<file path="config.mk">
export PLATFORM = sky130hd
export DESIGN_NAME = alu_operand_sequencer_flat
export DESIGN_NICKNAME = d
export VERILOG_FILES = /design/src/rtl/alu_operand_sequencer_if.sv /design/src/rtl/alu_operand_sequencer.sv /design/src/flat_wrapper.sv
export SDC_FILE = /design/constraint.sdc
export NUM_CORES = 1
export LEC_CHECK = 0
export ABC_CLOCK_PERIOD_IN_PS = 2100
export BUFFER_PORTS_ARGS = -buffer_cell sky130_fd_sc_hd__buf_4
export CAP_MARGIN = 20
export CORE_ASPECT_RATIO = 1.2
export CORE_MARGIN = 4
export CORE_UTILIZATION = 49
export CTS_CLUSTER_SIZE = 16
export DETAILED_ROUTE_END_ITERATION = 10
export PLACE_DENSITY = 0.8
export RECOVER_POWER = 100
export SLEW_MARGIN = 20
export SYNTH_ARGS = -nofsm -noshare
export SYNTH_HDL_FRONTEND = slang
export SYNTH_SLANG_ARGS = --single-unit
</file>
<file path="constraint.sdc">
create_clock -name clk -period 2.1 [get_ports clk]
set_clock_uncertainty 0.2 [all_clocks]
set_input_delay 0.63 -clock clk [delete_from_list [all_inputs] [get_ports clk]]
set_output_delay 0.63 -clock clk [all_outputs]
set_load 0.02 [all_outputs]
</file>
<file path="src/rtl/alu_operand_sequencer_if.sv">
// Signal bundle between the operand sequencer, the switch/button
// inputs and the lab ALU it drives.
interface alu_operand_sequencer_if #(
    parameter int N = 4
);
    logic [N-1:0]   sw;
    logic           btn_n;
    logic [N-1:0]   a;
    logic [N-1:0]   b;
    logic [3:0]     operator;
    logic [2*N-1:0] alu_result;
    logic [3:0]     alu_flags;
    logic [2*N-1:0] result_q;
    logic [3:0]     flags_q;
    logic           done;
    logic [1:0]     phase;

    modport master (
        input  sw, btn_n, alu_result, alu_flags,
        output a, b, operator, result_q, flags_q,
        output done, phase
    );

    modport slave (
        output sw, btn_n, alu_result, alu_flags,
        input  a, b, operator, result_q, flags_q,
        input  done, phase
    );
endinterface

</file>
<file path="src/rtl/alu_operand_sequencer.sv">
// Debounced single-button entry of A, B and op code for the lab ALU,
// then a one-cycle execute step that latches the ALU result and flags.
module alu_operand_sequencer #(
    parameter int N               = 4,
    parameter int DEBOUNCE_CYCLES = 500000
) (
    input  logic clk,
    input  logic rst_n,
    alu_operand_sequencer_if.master bus
);
    localparam int CW = $clog2(DEBOUNCE_CYCLES + 1);
    localparam logic [CW-1:0] CNT_LAST = CW'(DEBOUNCE_CYCLES - 1);

    typedef enum logic [1:0] {
        S_A    = 2'd0,
        S_B    = 2'd1,
        S_OP   = 2'd2,
        S_EXEC = 2'd3
    } state_t;

    logic          sync1, sync2, deb;
    logic [CW-1:0] cnt;
    logic          flip, press;

    state_t         state_q, state_d;
    logic [N-1:0]   a_q, a_d, b_q, b_d;
    logic [3:0]     op_q, op_d;
    logic [2*N-1:0] res_q, res_d;
    logic [3:0]     flg_q, flg_d;
    logic           done_q, done_d;

    assign flip  = (sync2 != deb) && (cnt == CNT_LAST);
    // deb still high means this flip is released -> pressed
    assign press = flip && deb;

    always_ff @(posedge clk or negedge rst_n) begin
        if (!rst_n) begin
            sync1 <= 1'b1;
            sync2 <= 1'b1;
            deb   <= 1'b1;
            cnt   <= '0;
        end else begin
            sync1 <= bus.btn_n;
            sync2 <= sync1;
            if (sync2 == deb) begin
                cnt <= '0;
            end else if (flip) begin
                deb <= sync2;
                cnt <= '0;
            end else begin
                cnt <= cnt + CW'(1);
            end
        end
    end

    always_comb begin
        state_d = state_q;
        a_d     = a_q;
        b_d     = b_q;
        op_d    = op_q;
        res_d   = res_q;
        flg_d   = flg_q;
        done_d  = 1'b0;
        unique case (state_q)
            S_A: begin
                if (press) begin
                    a_d     = bus.sw;
                    state_d = S_B;
                end
            end
            S_B: begin
                if (press) begin
                    b_d     = bus.sw;
                    state_d = S_OP;
                end
            end
            S_OP: begin
                if (press) begin
                    op_d    = bus.sw[3:0];
                    state_d = S_EXEC;
                end
            end
            S_EXEC: begin
                // a press landing here is intentionally dropped
                res_d   = bus.alu_result;
                flg_d   = bus.alu_flags;
                done_d  = 1'b1;
                state_d = S_A;
            end
            default: state_d = S_A;
        endcase
    end

    always_ff @(posedge clk or negedge rst_n) begin
        if (!rst_n) begin
            state_q <= S_A;
            a_q     <= '0;
            b_q     <= '0;
            op_q    <= '0;
            res_q   <= '0;
            flg_q   <= '0;
            done_q  <= 1'b0;
        end else begin
            state_q <= state_d;
            a_q     <= a_d;
            b_q     <= b_d;
            op_q    <= op_d;
            res_q   <= res_d;
            flg_q   <= flg_d;
            done_q  <= done_d;
        end
    end

    assign bus.a        = a_q;
    assign bus.b        = b_q;
    assign bus.operator = op_q;
    assign bus.result_q = res_q;
    assign bus.flags_q  = flg_q;
    assign bus.done     = done_q;
    assign bus.phase    = state_q;
endmodule

</file>
<file path="src/flat_wrapper.sv">
// flat-port wrapper written by rule: the top's interface ports become plain ports
module alu_operand_sequencer_flat 
#(
    parameter int N               = 4,
    parameter int DEBOUNCE_CYCLES = 500000
)
  (clk, rst_n, bus_sw, bus_btn_n, bus_alu_result, bus_alu_flags, bus_a, bus_b, bus_operator, bus_result_q, bus_flags_q, bus_done, bus_phase);
  alu_operand_sequencer_if #(.N(N)) bus_i ();
  input  logic clk;
  input  logic rst_n;
  input wire logic [$bits(bus_i.sw)-1:0] bus_sw;
  input wire logic [$bits(bus_i.btn_n)-1:0] bus_btn_n;
  input wire logic [$bits(bus_i.alu_result)-1:0] bus_alu_result;
  input wire logic [$bits(bus_i.alu_flags)-1:0] bus_alu_flags;
  output wire logic [$bits(bus_i.a)-1:0] bus_a;
  output wire logic [$bits(bus_i.b)-1:0] bus_b;
  output wire logic [$bits(bus_i.operator)-1:0] bus_operator;
  output wire logic [$bits(bus_i.result_q)-1:0] bus_result_q;
  output wire logic [$bits(bus_i.flags_q)-1:0] bus_flags_q;
  output wire logic [$bits(bus_i.done)-1:0] bus_done;
  output wire logic [$bits(bus_i.phase)-1:0] bus_phase;
  assign bus_i.sw = bus_sw;
  assign bus_i.btn_n = bus_btn_n;
  assign bus_i.alu_result = bus_alu_result;
  assign bus_i.alu_flags = bus_alu_flags;
  assign bus_a = bus_i.a;
  assign bus_b = bus_i.b;
  assign bus_operator = bus_i.operator;
  assign bus_result_q = bus_i.result_q;
  assign bus_flags_q = bus_i.flags_q;
  assign bus_done = bus_i.done;
  assign bus_phase = bus_i.phase;
  alu_operand_sequencer #(.N(N), .DEBOUNCE_CYCLES(DEBOUNCE_CYCLES)) u_core (.clk(clk), .rst_n(rst_n), .bus(bus_i));
endmodule
</file>
# Word level (Yosys, flattened, before mapping)
# Index checks and enable logic that the tools add are counted.
# classes
add_sub_neg	1
multipliers	0
div	0
magnitude_cmp	0
eq_ne	9
shift	0
n_mux	7
n_bitwise	1
reduce_logical	8
# op_table
operator	n
2-to-1 mux 19 bit	2
adder 19 x 1 -> 19 bit, second input constant	1
equality test 19 bit, second input constant	1
one-hot mux 2 bit (4 select lines)	1
AND reduction 2 bit	4
2-to-1 mux 2 bit	3
inequality test 2 x 1 -> 1 bit, second input constant	3
equality test 2 bit, second input constant	2
AND reduction 3 bit	1
equality test 2 x 1 -> 1 bit, second input constant	1
logical AND 1 bit	2
zero test 2 bit	1
equality test 1 bit	1
2-to-1 mux 1 bit	1
inequality test 1 bit	1
NOT 1 bit	1
# word_totals
ff_bits	49
latch_bits	0
ramBits	0
rom_bits	0
in_bits	19
out_inout_bits	27
wordCells	37
mem_count	0

# Logic depth before layout (Yosys ltp)
# Gate-level depths: netlist of the first run.
# logic_depth
word_depth	5
depth_mapped	7
depth_no_buf	5

# Worst setup path after synthesis of the first run
# No wires, ideal clock.
# synth_path
path_kind	flip-flop to flip-flop
start	register u_core.cnt[0]
end	register u_core.state_q[1] (netlist: u_core.bus.phase[1])
setup_ns	0.125
arrival_time_ns	1.665
required_ns	1.775
setup_slack_ns	0.110
stages_incl_launch_ff	7
path_buffers	1
period_less_slack_ns	1.990
cell_sequence	dfrtp_1 > ha_1 > and3_1 > and4_1 > buf_6 > a31o_1 > mux2_4
# synth_via
elab_chain_len	5
word_cells_on_any_way	7
# synth_rtl
item	line	source
from (decl)	alu_operand_sequencer.sv:22	logic [CW-1:0] cnt;
from (signal assigned)	alu_operand_sequencer.sv:51	cnt <= cnt + CW'(1);
equality test 19 bit *	alu_operand_sequencer.sv:32	assign flip = (sync2 != deb) && (cnt == CNT_LAST);
logical AND 1 bit *	alu_operand_sequencer.sv:32	
logical AND 1 bit *	alu_operand_sequencer.sv:34	assign press = flip && deb;
inequality test 2 x 1 -> 1 bit (no line)	--	
AND reduction 3 bit (no line) *	--	
to (signal assigned)	alu_operand_sequencer.sv:104	state_q <= state_d;
to (decl)	alu_operand_sequencer.sv:25	state_t state_q, state_d;
# Every way passes the cells marked *; elsewhere a longest branch is shown, timed or not.
# A chain may end at the register's enable or synchronous reset.

# Worst setup path after layout of the first run
# layout_path
start	register u_core.cnt[1]
end	register u_core.state_q[1] (netlist: u_core.bus.phase[1])
# The elaborated chain is that of the path after synthesis.

==> qor.csv, run 1 <==
metric,value,unit
CP cell instances,ha_1 > and3_1 > and4_1 > buf_12 > a31o_1 > mux2_1,
postcts setup bufs,0,
Tmin final,2.02,ns
crit-path max FO,7,
CP max stage delay,0.41,ns
Clock Sink Count,49,
status,"finished, final reports clean",
P_leak,1.23,nW
worst reg-to-reg setup slack,0.08,ns
# hold bufs at CTS,0,
max_slew headroom,21.1,%
final hold viol count,0,
WL/cell,14.4,um
CP max stage cell,dfrtp_1,
post-DP HPWL,3.06,mm
Placer Congestion,0.816,
Nets,261,
WL met2,2.29,mm
worst slew pin tran,1.18,ns
post-CTS resize count,0,
ratio of cells with drive above 1 in the final layout,24.9,%
Routed Antenna Nets,0,
FP Rows,26,
"commonest non-fill, non-tap cells in the layout","46 x dfrtp_1, 28 x clkbuf_1, 25 x buf_4, 19 x nor2_1",
Max-Cap Viols,0,
crit end category,register,
final slew viol count,0,
Die Wd,69.9,um
largest net degree at the start of global routing,50,
Worst R2R Path Depth,6,
Cells after Synth,179,
die area,0.00576,mm^2
Initial DRT Pass Iterations,4,
Pwr per Cell Area,643,mW/mm^2
Core Area,0.00436,mm^2
via count,1548,
M1 wire length,1.68,mm
Total Routing Usage GR,16.5,%
synthesized flop and latch total,49,
Ys Warns,0,
DR iter-0 viols,58,
Post-Syn Area,0.00226,mm^2
Overflow after GRT,0,
Worst-Skew Late Latency,0.30,ns
period utilisation layout,96.4,%
Reg2Reg Capture Point,u_core.bus.phase[1]$_DFFE_PN0P_,
H-tree depth,2,
Root Buffer Master,clkbuf_8,
worst path arrival time,2.01,ns
Buffers on Ports,45,
vias in the first global route,1642,
CTS max path bufs,2,
R2R Path Start,u_core.cnt[1]$_DFF_PN0_,
"most common cell after layout, fill and taps aside",dfrtp_1,
post-synthesis sequential area ratio,54.5,%
final wirelength,4.23,mm
CP startpoint kind,register,
Area Growth Syn to Fin,20.5,%
hold worst-path end,u_core.sync2$_DFF_PN1_,
I/O Pins,46,
antenna diode count,0,
Placed Cells,285,
Initial Util,51.8,%
vias per std cell,5.28,
unrepaired setup endpoints after global routing,yes,
Layout Cells excl Fill,293,
met3 wire len,213,um
CTS tree,done,
Hold Path Stages,0,
syn_area_per_cell,12.6,um^2
Setup CP Type,register to register,
synth unique cells,37,
Num CTS Buffers,5,
final setup vio count,0,
Synth Net Count,204,
# DRC,0,
die height,82.3,um
Hold Path Origin,u_core.sync1$_DFF_PN1_,
Post-DP Area,0.00272,mm^2
Final Core Density,62.4,%
top sig layer,met4,
Critical Path RT,2.08,ns
"Clk pin slew, worst setup/hold paths",0.09,ns
fmax,494,MHz
design area,0.00272,mm^2
Hold Crit Class,register to register,
first-pass GRT wire length,7.56,mm
antenna violations before repair,0,
worst vdd rail ir drop,0.000480,V
## cell families (layout without fill, tap and decap cells)
group / count (synthesis) / count (layout) / share of synthesized area, %
XOR/XNOR: 13 / 13 / 5.05
adder cells (fa/ha/maj): 6 / 6 / 3.33
AND/OR/NAND/NOR: 61 / 61 / 17.2
multiplexers: 26 / 26 / 13.1
AO/OA/AOI/OAI: 10 / 10 / 3.83
flip-flops: 49 / 49 / 54.5
buffers and inverters: 14 / 72 / 2.94
## power breakdown
part	total, W	internal, W	switching, W
Clock	0.000679	0.000388	0.000291
Combinational	0.0000966	0.0000394	0.0000571
Sequential	0.000974	0.000963	0.0000109
Total	0.00175	0.00139	0.000359
## state kept, by name, indices dropped and copies added (netlist names)
signal / flops
u_core.bus.b: 4
u_core.deb: 1
u_core.sync1: 1
u_core.bus.operator: 4
u_core.bus.result_q: 8
u_core.bus.flags_q: 4
u_core.sync2: 1
u_core.bus.done: 1
u_core.bus.phase: 2
u_core.cnt: 19
u_core.bus.a: 4
## synth_stat cells (all sizes together)
cell     count  area [um^2]
a31o         2         17.5
xnor2       11         96.3
nor4         6         43.8
nand2        7         26.3
xor2         2         17.5
nand3        6         35.0
nor2b        2         12.5
o32a         1         10.0
ha           6         75.1
dfstp        3         78.8
a31oi        1         6.26
and3         2         12.5
buf          5         32.5
or4          1         7.51
nand4        8          101
and4         1         8.76
nand4bb      1         11.3
nor2        19         71.3
mux2        26          297
dfrtp       46         1150
a21oi        4         20.0
nand3b       1         7.51
inv          9         33.8
o2bb2ai      1         27.5
and4bb       2         25.0
o21ai        1         5.00
nor3         5         25.0
## stage by stage
step | setup TNS (ns) | total power [W] | setup WS, ns | hold WS, ns
2_1_floorplan | 0 | 0.00103 | 0.110 | 0.134
3_3_place_gp | 0 | 0.00110 | 0.130 | 0.146
3_5_place_dp | 0 | 0.00110 | 0.0911 | 0.150
4_1_cts | 0 | 0.00178 | 0.0822 | 0.156
5_1_grt | -0.0393 | 0.00183 | -0.0173 | 0.166
6_report | 0 | 0.00175 | 0.0766 | 0.160
## metal layers
layer	track usage (%)	vias to the layer above
met4	4.98	0
met3	4.24	5
met1	17.9	774
met5	0	-
li1	-	741
met2	31.8	28
## critical path: cells and delay by family, from the launching register on
family / cells / cell delay [ns]
fa+ha+maj: 1 / 0.20
compound gates: 1 / 0.23
mux: 1 / 0.32
flops: 1 / 0.41
buf+inv: 1 / 0.15
simple gates: 2 / 0.42
## layout make-up
cell class              count  area, um^2
flip-flops and latches     49        1230
clock inverters             1        30.0
clock buffers               7        86.3
well taps                  56        70.1
inverters                   9        33.8
repair buffers             55         322
fillers                   364        1640
multi-input cells         116         947
## how the worst max path moves through the flow
stage	startpoint	to	slack (ns)	cells past startpoint
after floorplan	u_core.cnt[0]$_DFF_PN0_	u_core.bus.phase[1]$_DFFE_PN0P_	0.11	6
after CTS	u_core.cnt[1]$_DFF_PN0_	u_core.bus.phase[1]$_DFFE_PN0P_	0.08	6
final	u_core.cnt[1]$_DFF_PN0_	u_core.bus.phase[1]$_DFFE_PN0P_	0.08	6
after detailed placement	u_core.cnt[1]$_DFF_PN0_	u_core.bus.phase[1]$_DFFE_PN0P_	0.09	6
after global routing	u_core.cnt[1]$_DFF_PN0_	u_core.cnt[16]$_DFF_PN0_	-0.02	6
after global placement	u_core.cnt[0]$_DFF_PN0_	u_core.bus.phase[1]$_DFFE_PN0P_	0.13	6
No activity file was read; power rests on OpenSTA's default activity.
==> run 2, diff against run 1 <==
==> constraint.sdc (replaced) <==
create_clock -name clk -period 2.1 [get_ports clk]
set_clock_uncertainty 0.2 [all_clocks]
set_input_delay 0.63 -clock clk [delete_from_list [all_inputs] [get_ports clk]]
set_output_delay 0.63 -clock clk [all_outputs]
set_load 0.005 [all_outputs]
==> qor.csv, run 2 (synthesis gave the netlist of run 1 again) <==
metric,value,unit,change
met3 usage,4.24,%,unchanged
CP cell instances,ha_1 > and3_1 > and4_1 > buf_12 > a31o_1 > mux2_1,,
H-tree depth,2,,unchanged
Min Hold Slack,0.160,ns,-0.00000300 ns
GR peak layer,met2,,
Die Wd,69.9,um,unchanged
final slew viol count,0,,unchanged
design area,0.00282,mm^2,+3.7%
Core Area,0.00436,mm^2,unchanged
Initial Util,51.8,%,unchanged
FP Rows,26,,unchanged
DR iter-0 viols,49,,-16%
"commonest non-fill, non-tap cells in the layout","46 x dfrtp_1, 28 x clkbuf_4, 25 x buf_4, 19 x nor2_1",,
final setup vio count,0,,unchanged
ratio of cells with drive above 1 in the final layout,36.3,%,+11 points
CP max stage delay,0.41,ns,about the same
die height,82.3,um,unchanged
Nets,261,,unchanged
Hold Crit Class,register to register,,
crit end category,register,,
worst vdd rail ir drop,0.000480,V,about the same
die area,0.00576,mm^2,unchanged
final wirelength,4.21,mm,-0.59%
"most common cell after layout, fill and taps aside",dfrtp_1,,
P_leak,1.32,nW,+7.9%
Reg with most FFs,u_core.cnt,,
Placed Cells,285,,unchanged
Initial DRT Pass Iterations,4,,unchanged
antenna violations before repair,0,,unchanged
CP max stage cell,dfrtp_1,,
unrepaired setup endpoints after global routing,yes,,
fmax,494,MHz,about the same
Total Routing Usage GR,16.5,%,unchanged
met2 GRT Util,31.8,%,unchanged
max reg flops,19,,unchanged
CP startpoint kind,register,,
vias in the first global route,1642,,unchanged
status,"finished, final reports clean",,
# DRC,0,,unchanged
setup TNS,0,ns,unchanged
final hold viol count,0,,unchanged
crit-path max FO,7,,unchanged
met1 GRT Util,17.9,%,unchanged
Max-Cap Viols,0,,unchanged
first-pass GRT wire length,7.56,mm,unchanged
vias per std cell,5.30,,+0.39%
Critical Path RT,2.08,ns,about the same
Worst-Skew Late Latency,0.30,ns,about the same
worst slew pin tran,1.18,ns,-0.00380 ns
period utilisation layout,96.3,%,about the same
Num CTS Buffers,5,,unchanged
Layout Cells excl Fill,293,,unchanged
CTS max path bufs,2,,unchanged
Area Growth Syn to Fin,25.0,%,
I/O Pins,46,,unchanged
antenna diode count,0,,unchanged
Placer Congestion,0.816,,unchanged
Pwr per Cell Area,618,mW/mm^2,-3.9%
Clock Sink Count,49,,unchanged
CTS tree,done,,
Routed Antenna Nets,0,,unchanged
"Clk pin slew, worst setup/hold paths",0.09,ns,about the same
post-DP HPWL,3.06,mm,unchanged
post-CTS resize count,0,,unchanged
largest net degree at the start of global routing,50,,unchanged
Setup CP Type,register to register,,
Buffers on Ports,45,,unchanged
Post-DP Area,0.00272,mm^2,unchanged
Overflow after GRT,0,,unchanged
max_slew headroom,21.3,%,+0.25 points
via count,1554,,+0.39%
worst path arrival time,2.01,ns,about the same
Root Buffer Master,clkbuf_8,,
WL/cell,14.4,um,-0.59%
Tmin final,2.02,ns,-0.000175 ns
-- run 2: cell counts in the layout (fill, tap and decap cells not counted) --
No cell type changed its count.
-- run 2: where the power goes --
part           switching (W)  internal (W)
combinational      0.0000428     0.0000474
clock               0.000291      0.000388
sequential         0.0000109      0.000963
-- run 2: what timing repair did --
item	4_1_cts	5_1_grt
buffers inserted	0	0
hold buffers	0	0
setup endpoints to repair	0	2
-- run 2: path summary, 6_finish.rpt --
| check | startpoint | endpoint | slack [ns] | depth (start not counted) |
|---|---|---|---|---|
| max in group asynchronous | rst_n | u_core.bus.operator[3]$_DFFE_PN0P_ | 0.63 | 1 |
| setup reg to reg | u_core.cnt[1]$_DFF_PN0_ | u_core.bus.phase[1]$_DFFE_PN0P_ | 0.08 | 6 |
| min in group asynchronous | rst_n | u_core.bus.result_q[7]$_DFFE_PN0P_ | 0.36 | 1 |
| hold / removal | u_core.sync1$_DFF_PN1_ | u_core.sync2$_DFF_PN1_ | 0.16 | 0 |
| setup / recovery | u_core.cnt[1]$_DFF_PN0_ | u_core.bus.phase[1]$_DFFE_PN0P_ | 0.08 | 6 |
| hold reg to reg | u_core.sync1$_DFF_PN1_ | u_core.sync2$_DFF_PN1_ | 0.16 | 0 |
-- run 2: area by class of cell --
cell class / instances / area [um^2]
Fill cell: 343 / 1540
Multi-Input combinational cell: 116 / 947
Clock inverter: 1 / 30.0
Inverter: 9 / 33.8
Tap cell: 56 / 70.1
Timing Repair Buffer: 55 / 423
Clock buffer: 7 / 86.3
Sequential cell: 49 / 1230
-- run 2: layer usage --
layer,wire [um],share of wire (%),vias to the layer above
li1,-,-,741
met1,1640,39,780
met3,187,4.4,5
met4,51,1.2,0
met5,0,0,-
met2,2330,55,28
-- run 2: through the flow --
step / power (W) / util, % / setup slack (ns)
floorplan: 0.00101 / - / 0.110
detailed placement: 0.00109 / 62.4 / 0.0911
global placement: 0.00108 / 62.4 / 0.130
global route: 0.00182 / 64.7 / -0.0173
CTS: 0.00177 / 65.0 / 0.0822
finish: 0.00174 / 64.7 / 0.0767
-- run 2: worst max-delay path, delay by kind of cell, from the launching register on --
family / cells / cell delay [ns]
fa+ha+maj: 1 / 0.20
buf+inv: 1 / 0.15
simple gates: 2 / 0.42
mux: 1 / 0.32
compound gates: 1 / 0.23
flops: 1 / 0.41
==> run 3, diff against run 2 <==
==> constraint.sdc (replaced) <==
create_clock -name clk -period 2.1 [get_ports clk]
set_clock_uncertainty 0.2 [all_clocks]
set_input_delay 0.42 -clock clk [delete_from_list [all_inputs] [get_ports clk]]
set_output_delay 0.42 -clock clk [all_outputs]
set_load 0.05 [all_outputs]
==> qor.csv, run 3 (synthesis gave the netlist of run 1 again) <==
metric,value,unit,change
Tmin final,2.02,ns,+0.000400 ns
Setup CP Type,register to register,,
H-tree depth,2,,unchanged
Pwr per Cell Area,652,mW/mm^2,+5.4%
crit-path max FO,7,,unchanged
Hold Crit Class,input port to register,,
P_leak,1.23,nW,-7.0%
final wirelength,4.25,mm,+1.0%
Die Wd,69.9,um,unchanged
Total Routing Usage GR,16.6,%,+0.053 points
design area,0.00273,mm^2,-3.2%
Overflow after GRT,0,,unchanged
Worst-Skew Late Latency,0.30,ns,about the same
"commonest non-fill, non-tap cells in the layout","46 x dfrtp_1, 28 x clkbuf_1, 25 x buf_4, 19 x nor2_1",,
first-pass GRT wire length,7.58,mm,+0.28%
Initial Util,51.8,%,unchanged
Critical Path RT,2.08,ns,about the same
unrepaired setup endpoints after global routing,yes,,
antenna violations before repair,0,,unchanged
final hold viol count,0,,unchanged
CTS max path bufs,2,,unchanged
antenna diode count,0,,unchanged
Nets,262,,+0.38%
CP startpoint kind,register,,
crit end category,register,,
Placer Congestion,0.816,,unchanged
I/O Pins,46,,unchanged
overall power,0.00178,W,+2.0%
dpl ws,0.0911,ns,unchanged
Area Growth Syn to Fin,21.0,%,
Post-DP Area,0.00272,mm^2,unchanged
via count,1551,,-0.19%
Buffers on Ports,45,,unchanged
WL/cell,14.5,um,+0.65%
Reg with most FFs,u_core.cnt,,
vias in the first global route,1648,,+0.37%
final setup vio count,0,,unchanged
"Clk pin slew, worst setup/hold paths",0.09,ns,about the same
ratio of cells with drive above 1 in the final layout,24.8,%,-11 points
max_slew headroom,21.3,%,about the same
largest net degree at the start of global routing,50,,unchanged
Min Hold Slack,0.0315,ns,-0.128 ns
FP Rows,26,,unchanged
worst path arrival time,2.01,ns,about the same
setup TNS,0,ns,unchanged
vias per std cell,5.28,,-0.53%
status,"finished, final reports clean",,
post-DP HPWL,3.06,mm,unchanged
fmax,494,MHz,about the same
worst vdd rail ir drop,0.000481,V,+0.23%
die height,82.3,um,unchanged
"most common cell after layout, fill and taps aside",dfrtp_1,,
worst slew pin tran,1.18,ns,-0.000131 ns
Max-Cap Viols,0,,unchanged
Initial DRT Pass Iterations,4,,unchanged
Routed Antenna Nets,0,,unchanged
Root Buffer Master,clkbuf_8,,
Clock Sink Count,49,,unchanged
die area,0.00576,mm^2,unchanged
DR iter-0 viols,60,,+22%
max reg flops,19,,unchanged
CTS tree,done,,
# DRC,0,,unchanged
Core Area,0.00436,mm^2,unchanged
Num CTS Buffers,5,,unchanged
period utilisation layout,96.4,%,about the same
final slew viol count,0,,unchanged
setup ws final,0.0763,ns,-0.000400 ns
## run 3: area by class of cell
class | instances | area, um^2
multi-input combinational | 116 | 947
fill | 363 | 1630
tap | 56 | 70.1
timing repair buffer | 56 | 332
inverter | 9 | 33.8
sequential | 49 | 1230
clock buffer | 7 | 86.3
clock inverter | 1 | 30.0
## run 3: path summary, 6_finish.rpt
check | start | endpoint | slack (ns) | cells past startpoint
min reg2reg | u_core.sync1$_DFF_PN1_ | u_core.sync2$_DFF_PN1_ | 0.16 | 0
max | u_core.cnt[1]$_DFF_PN0_ | u_core.bus.phase[1]$_DFFE_PN0P_ | 0.08 | 6
min | bus_btn_n | u_core.sync1$_DFF_PN1_ | 0.03 | 1
min in group asynchronous | rst_n | u_core.bus.result_q[7]$_DFFE_PN0P_ | 0.71 | 2
max in group asynchronous | rst_n | u_core.bus.operator[3]$_DFFE_PN0P_ | 0.29 | 2
max reg2reg | u_core.cnt[1]$_DFF_PN0_ | u_core.bus.phase[1]$_DFFE_PN0P_ | 0.08 | 6
## run 3: report_power, final
part / switching, W / internal (W) / total [W]
Sequential: 0.0000109 / 0.000963 / 0.000974
Clock: 0.000291 / 0.000388 / 0.000679
Combinational: 0.0000851 / 0.0000406 / 0.000126
## run 3: what timing repair did
| action | in CTS | in global routing |
|---|---|---|
| setup buffers | 0 | 0 |
| setup endpoints to repair | 0 | 2 |
| hold buffers | 1 | 0 |
| endpoints found under the hold margin | 46 | 0 |
| gates resized for setup | 0 | 0 |
## run 3: routing by layer
layer / GRT usage [%] / share of wire [%] / up-vias
li1: - / - / 744
met4: 4.98 / 1.2 / 0
met2: 31.9 / 54 / 24
met3: 4.24 / 4.6 / 5
met1: 17.9 / 40 / 778
met5: 0 / 0 / -
## run 3: per-stage QoR
| step | std cells | util [%] |
|---|---|---|
| floorplan | 179 | - |
| global placement | 285 | 62.4 |
| detailed placement | 285 | 62.4 |
| CTS | 294 | 65.3 |
| global route | 294 | 62.6 |
| finish | 294 | 62.6 |
## run 3: critical path, cell delays in order (launching register included)
cell     delay, ns
dfrtp_1       0.41
ha_1          0.20
and3_1        0.20
and4_1        0.22
buf_12        0.15
a31o_1        0.23
mux2_1        0.32
